--- config.mk ---
export PLATFORM = sky130hd
export DESIGN_NAME = cs_y_packer
export DESIGN_NICKNAME = d
export VERILOG_FILES = /design/src/rtl/cs_y_packer.sv
export SDC_FILE = /design/constraint.sdc
export NUM_CORES = 1
export LEC_CHECK = 0
export CORE_ASPECT_RATIO = 0.7
export CORE_MARGIN = 10
export CORE_UTILIZATION = 51
export DETAILED_ROUTE_END_ITERATION = 10
export HOLD_SLACK_MARGIN = 0.06
export PLACE_DENSITY = 0.85
export SYNTH_ARGS = -nofsm -noshare
export SYNTH_HDL_FRONTEND = slang
export SYNTH_SLANG_ARGS = --single-unit
--- constraint.sdc ---
create_clock -name clk -period 3 [get_ports clk]
set_input_delay 0.9 -clock clk [delete_from_list [all_inputs] [get_ports clk]]
set_output_delay 0.9 -clock clk [all_outputs]
set_load 0.02 [all_outputs]
--- src/rtl/cs_y_packer.sv ---
// Serial-to-parallel packer for CS measurements: collects NUM_Y samples
// into one packed block word and hands it downstream with valid/ready.
module cs_y_packer #(
    parameter int DATA_WIDTH = 16,
    parameter int NUM_Y      = 32,
    parameter int CNT_W      = 5
) (
    input  logic                        clk,
    input  logic                        rst_n,
    input  logic [DATA_WIDTH-1:0]       y_in,
    input  logic                        y_valid,
    input  logic                        y_last,
    output logic                        y_ready,
    output logic [NUM_Y*DATA_WIDTH-1:0] y_packed_out,
    output logic                        pkt_valid,
    input  logic                        pkt_ready,
    output logic                        frame_err,
    output logic [15:0]                 pkt_count
);

    localparam logic [CNT_W-1:0] LAST_SLOT = CNT_W'(NUM_Y - 1);

    typedef enum logic {
        FILL = 1'b0,
        HOLD = 1'b1
    } state_t;

    state_t                                state;
    state_t                                state_n;
    logic   [CNT_W-1:0]                    slot;
    logic   [NUM_Y-1:0][DATA_WIDTH-1:0]    mem;
    logic                                  accept;
    logic                                  handshake;
    logic                                  err_n;

    always_ff @(posedge clk) begin
        if (!rst_n) begin
            state <= FILL;
        end else begin
            state <= state_n;
        end
    end

    always_comb begin
        state_n   = state;
        accept    = 1'b0;
        handshake = 1'b0;
        err_n     = 1'b0;
        unique case (state)
            FILL: begin
                accept = y_valid;
                if (accept && (y_last || slot == LAST_SLOT)) begin
                    state_n = HOLD;
                    // Early last or missing last both close the block misaligned.
                    err_n   = y_last ^ (slot == LAST_SLOT);
                end
            end
            HOLD: begin
                handshake = pkt_ready;
                if (handshake) begin
                    state_n = FILL;
                end
            end
            default: state_n = FILL;
        endcase
    end

    always_ff @(posedge clk) begin
        if (!rst_n) begin
            slot      <= '0;
            mem       <= '0;
            frame_err <= 1'b0;
            pkt_count <= '0;
        end else begin
            frame_err <= err_n;
            if (accept) begin
                mem[slot] <= y_in;
                slot      <= slot + 1'b1;
            end
            if (handshake) begin
                mem       <= '0;
                slot      <= '0;
                pkt_count <= pkt_count + 16'd1;
            end
        end
    end

    // Ready is a pure function of state so upstream sees no combinational loop.
    assign y_ready      = rst_n && (state == FILL);
    assign pkt_valid    = (state == HOLD);
    assign y_packed_out = mem;

endmodule

==> flow_summary.json <==
{
  "status": "complete, no violations",
  "grt_util_met1_pct": 36.8,
  "io_pins": 552,
  "netlist_instances": 2447,
  "grt_pass1_vias": 19309,
  "yosysMostFrequentCell": "nand2_1",
  "slew_headroom_pct": 29.1,
  "p_sw_uw": 3330,
  "clock-sinks": 535,
  "holdWs_ns": 0.451,
  "ys_seq_elements": 535,
  "synth.area.top_cells": "dfxtp_1 55%, nand2_1 21%, a21oi_1 13%",
  "fin_crit_sh_pct": 95.3,
  "min_period_ns": 2.86,
  "core_mm2": 0.0373,
  "end_kind": "output port",
  "cts_tree": "built",
  "rrSetupSlack_ns": 0.60,
  "antenna_found_initial": 1,
  "pre_cts_ws_ns": -0.143,
  "path_class": "in -> out",
  "r2r_end": "y_packed_out[317]",
  "ir_worst_vdd_mv": 0.496,
  "synth_top_area_share_pct": 55.4,
  "syn2layout_area_growth_pct": 39.5,
  "hold_buffers": 0,
  "stdcell_count": 3472,
  "tightestPinTransition_ns": 1.06,
  "worstHoldStart": "y_packed_out[509]",
  "cp_max_fo": 2,
  "worst_ep_required_time_ns": 2.10,
  "wl_per_cell_um": 22.4,
  "hold_end": "y_packed_out[509]",
  "startpoint_type": "primary input",
  "cts_buffers": 49,
  "cp_cell_sequence": "clkdlybuf4s50_1 > nor2b_1 > dlygate4sd2_1",
  "hold_path_class": "reg -> reg",
  "clock_latency_ns": 0.58,
  "drtIter0Drc": 1896,
  "async_flop_share_pct": 0,
  "rows": 59,
  "setup_viol": 0,
  "clock.fmax_mhz": 350,
  "maxCapViolCount": 0,
  "setup_ws_ns": 0.142,
  "yosys_warnings": 0,
  "yosysUniqueCellTypes": 37,
  "synth_edf_count": 0,
  "max-clock-path-buffers": 3,
  "synthTopCellsByCount": "1067 x nand2_1, 535 x dfxtp_1, 513 x a21oi_1",
  "place_hpwl_um": 53300,
  "start_util_pct": 51.9,
  "p_leak_uw": 0.00896,
  "slowest_delay_ns": 0.48,
  "place.gp.congestion": 0.906,
  "n_fill_cell": 2589,
  "die-area_mm2": 0.0462,
  "grt.met3_usage_pct": 9.12,
  "r2r-start": "slot[4]",
  "remaining_drc_errors": 0,
  "grt_util_all_layers_pct": 32.1,
  "synth_flop_cell": "dfxtp_1",
  "avgSynthCellArea_um2": 7.90,
  "arrival_ns": 1.96,
  "routed_wirelength_um": 77700,
  "nets": 2972,
  "ant_nets": 0,
  "p_int_uw": 11000,
  "rsz0062_at_grt": "false",
  "die_y_um": 183,
  "h-tree-depth": 2,
  "syn_nets": 2475,
  "finalHoldViolCount": 0,
  "drive_gt1_share_pct": 7.11,
  "grt_max_degree": 68,
  "fin_tns_setup_ns": 0,
  "grt.overflow.total": 0,
  "seq_power_share_pct": 50.0,
  "grtUsageMet2_pct": 52.1,
  "hold_depth": 2,
  "portBuffers": 551,
  "skew_ns": 0.0252,
  "critical_path.slowest_cell": "clkdlybuf4s50_1",
  "via_count": 19647,
  "cts_root_buffer": "clkbuf_16",
  "die_x_um": 253,
  "power_frac_comb_pct": 5.3,
  "slew_viol_final": 0,
  "dr.pass1.iters": 6,
  "worstRegToRegCells": 5,
  "ys_seq_area_share_pct": 55.4,
  "grt_pass1_wl_um": 116000,
  "p_sw_share_pct": 23.2,
  "yosysTopAreaCell": "dfxtp_1",
  "top_usage_layer": "met2",
  "cts.clk_slew.worst_paths_ns": 0.06,
  "dp_cells": 3381,
  "viasPerCell": 5.66,
  "power_density_mw_per_mm2": 531,
  "p_clk_share_pct": 44.8,
  "netlist_area_mm2": 0.0193
}
[metrics by stage]
step / total power (uW) / util (%) / instance area (um2)
final: 14300 / 72.4 / 27000
after global routing: 14700 / 72.4 / 27000
after CTS: 14300 / 72.4 / 27000
after detailed placement: 8060 / 68.0 / 25300
after global placement: 8040 / 68.0 / 25300
after floorplan: 7680 / - / 19300
[logic make-up (layout without fill, tap and decap cells)]
group,count (synthesis),after routing,share of synthesized area (%)
fa+ha+maj,7,7,0.453
xor+xnor,14,14,0.634
other cells,0,1,0
buf+inv,203,739,5.07
flops,535,535,55.4
simple gates,1168,1168,24.9
mux,4,4,0.207
compound gates,516,516,13.4
[worst max-delay path by stage]
stage	start	endpoint	slack (ns)
finish	rst_n	y_ready	0.14
global route	rst_n	y_ready	0.07
CTS	rst_n	y_ready	0.13
detailed placement	rst_n	y_ready	-0.14
global placement	rst_n	y_ready	-0.14
floorplan	rst_n	y_ready	0.85
[power groups by stage]
| stage | Clock, uW | Sequential, uW | Combinational, uW |
|---|---|---|---|
| after floorplan | 0 | 7350 | 324 |
| after global placement | 0 | 7320 | 720 |
| after detailed placement | 0 | 7320 | 734 |
| after CTS | 6440 | 7160 | 736 |
| after global routing | 6740 | 7160 | 783 |
| final | 6420 | 7160 | 753 |
[flip-flops by register name (all words and copies together) (netlist names)]
register      count
pkt_count        16
frame_err         1
slot              5
pkt_valid         1
y_packed_out    512
[final cells by class]
cell class / count / area [um2] / area share (%)
inverter: 6 / 22.5 / 0.0835
clock buffer: 75 / 1480 / 5.47
clock inverter: 15 / 168 / 0.621
timing repair buffer: 643 / 6340 / 23.5
sequential: 535 / 10700 / 39.7
multi-input combinational: 1709 / 7650 / 28.4
tap: 488 / 611 / 2.26
antenna: 1 / 2.50 / 0.00928
[cell usage in the layout, fill, tap and decap left out, types with 2 or more instances in the layout]
| cell type | instances |
|---|---|
| inv_1 | 6 |
| nand2_1 | 1066 |
| buf_12 | 17 |
| nor2_1 | 12 |
| nor4_1 | 2 |
| and4b_1 | 4 |
| nor2_2 | 3 |
| nand2b_1 | 4 |
| dfxtp_1 | 535 |
| and2_1 | 28 |
| and4bb_2 | 4 |
| nor3_4 | 4 |
| mux2i_1 | 4 |
| or3_1 | 2 |
| bufinv_16 | 3 |
| nand4b_4 | 4 |
| ha_1 | 7 |
| clkdlybuf4s50_1 | 534 |
| and3_1 | 2 |
| nand4_1 | 7 |
| clkinvlp_4 | 4 |
| nor2_4 | 9 |
| xnor2_1 | 8 |
| clkbuf_1 | 13 |
| clkbuf_8 | 11 |
| nor3_1 | 3 |
| xor2_1 | 6 |
| clkinv_2 | 6 |
| a21oi_1 | 513 |
| a21boi_0 | 2 |
| clkbuf_16 | 51 |
| nand3_1 | 3 |
| buf_2 | 16 |
| nor2b_1 | 5 |
| buf_4 | 75 |
[critical path, delay by kind of cell]
kind	cells	cell delay, ns
buffers and inverters	2	0.85
and+or+nand+nor	1	0.20
[routing by layer]
layer | wire, um | up-vias | share of wire [%]
met5 | 0 | - | 0
met4 | 5670 | 0 | 7.3
met3 | 8710 | 317 | 11
met2 | 35600 | 1248 | 46
met1 | 27700 | 9258 | 36
li1 | - | 8824 | -
[repair_timing]
action	4_1_cts	5_1_grt
gates resized for setup	1	0
endpoints found under the setup margin	1	0
setup buffers	0	0
Power figures use the tool's default switching activity.
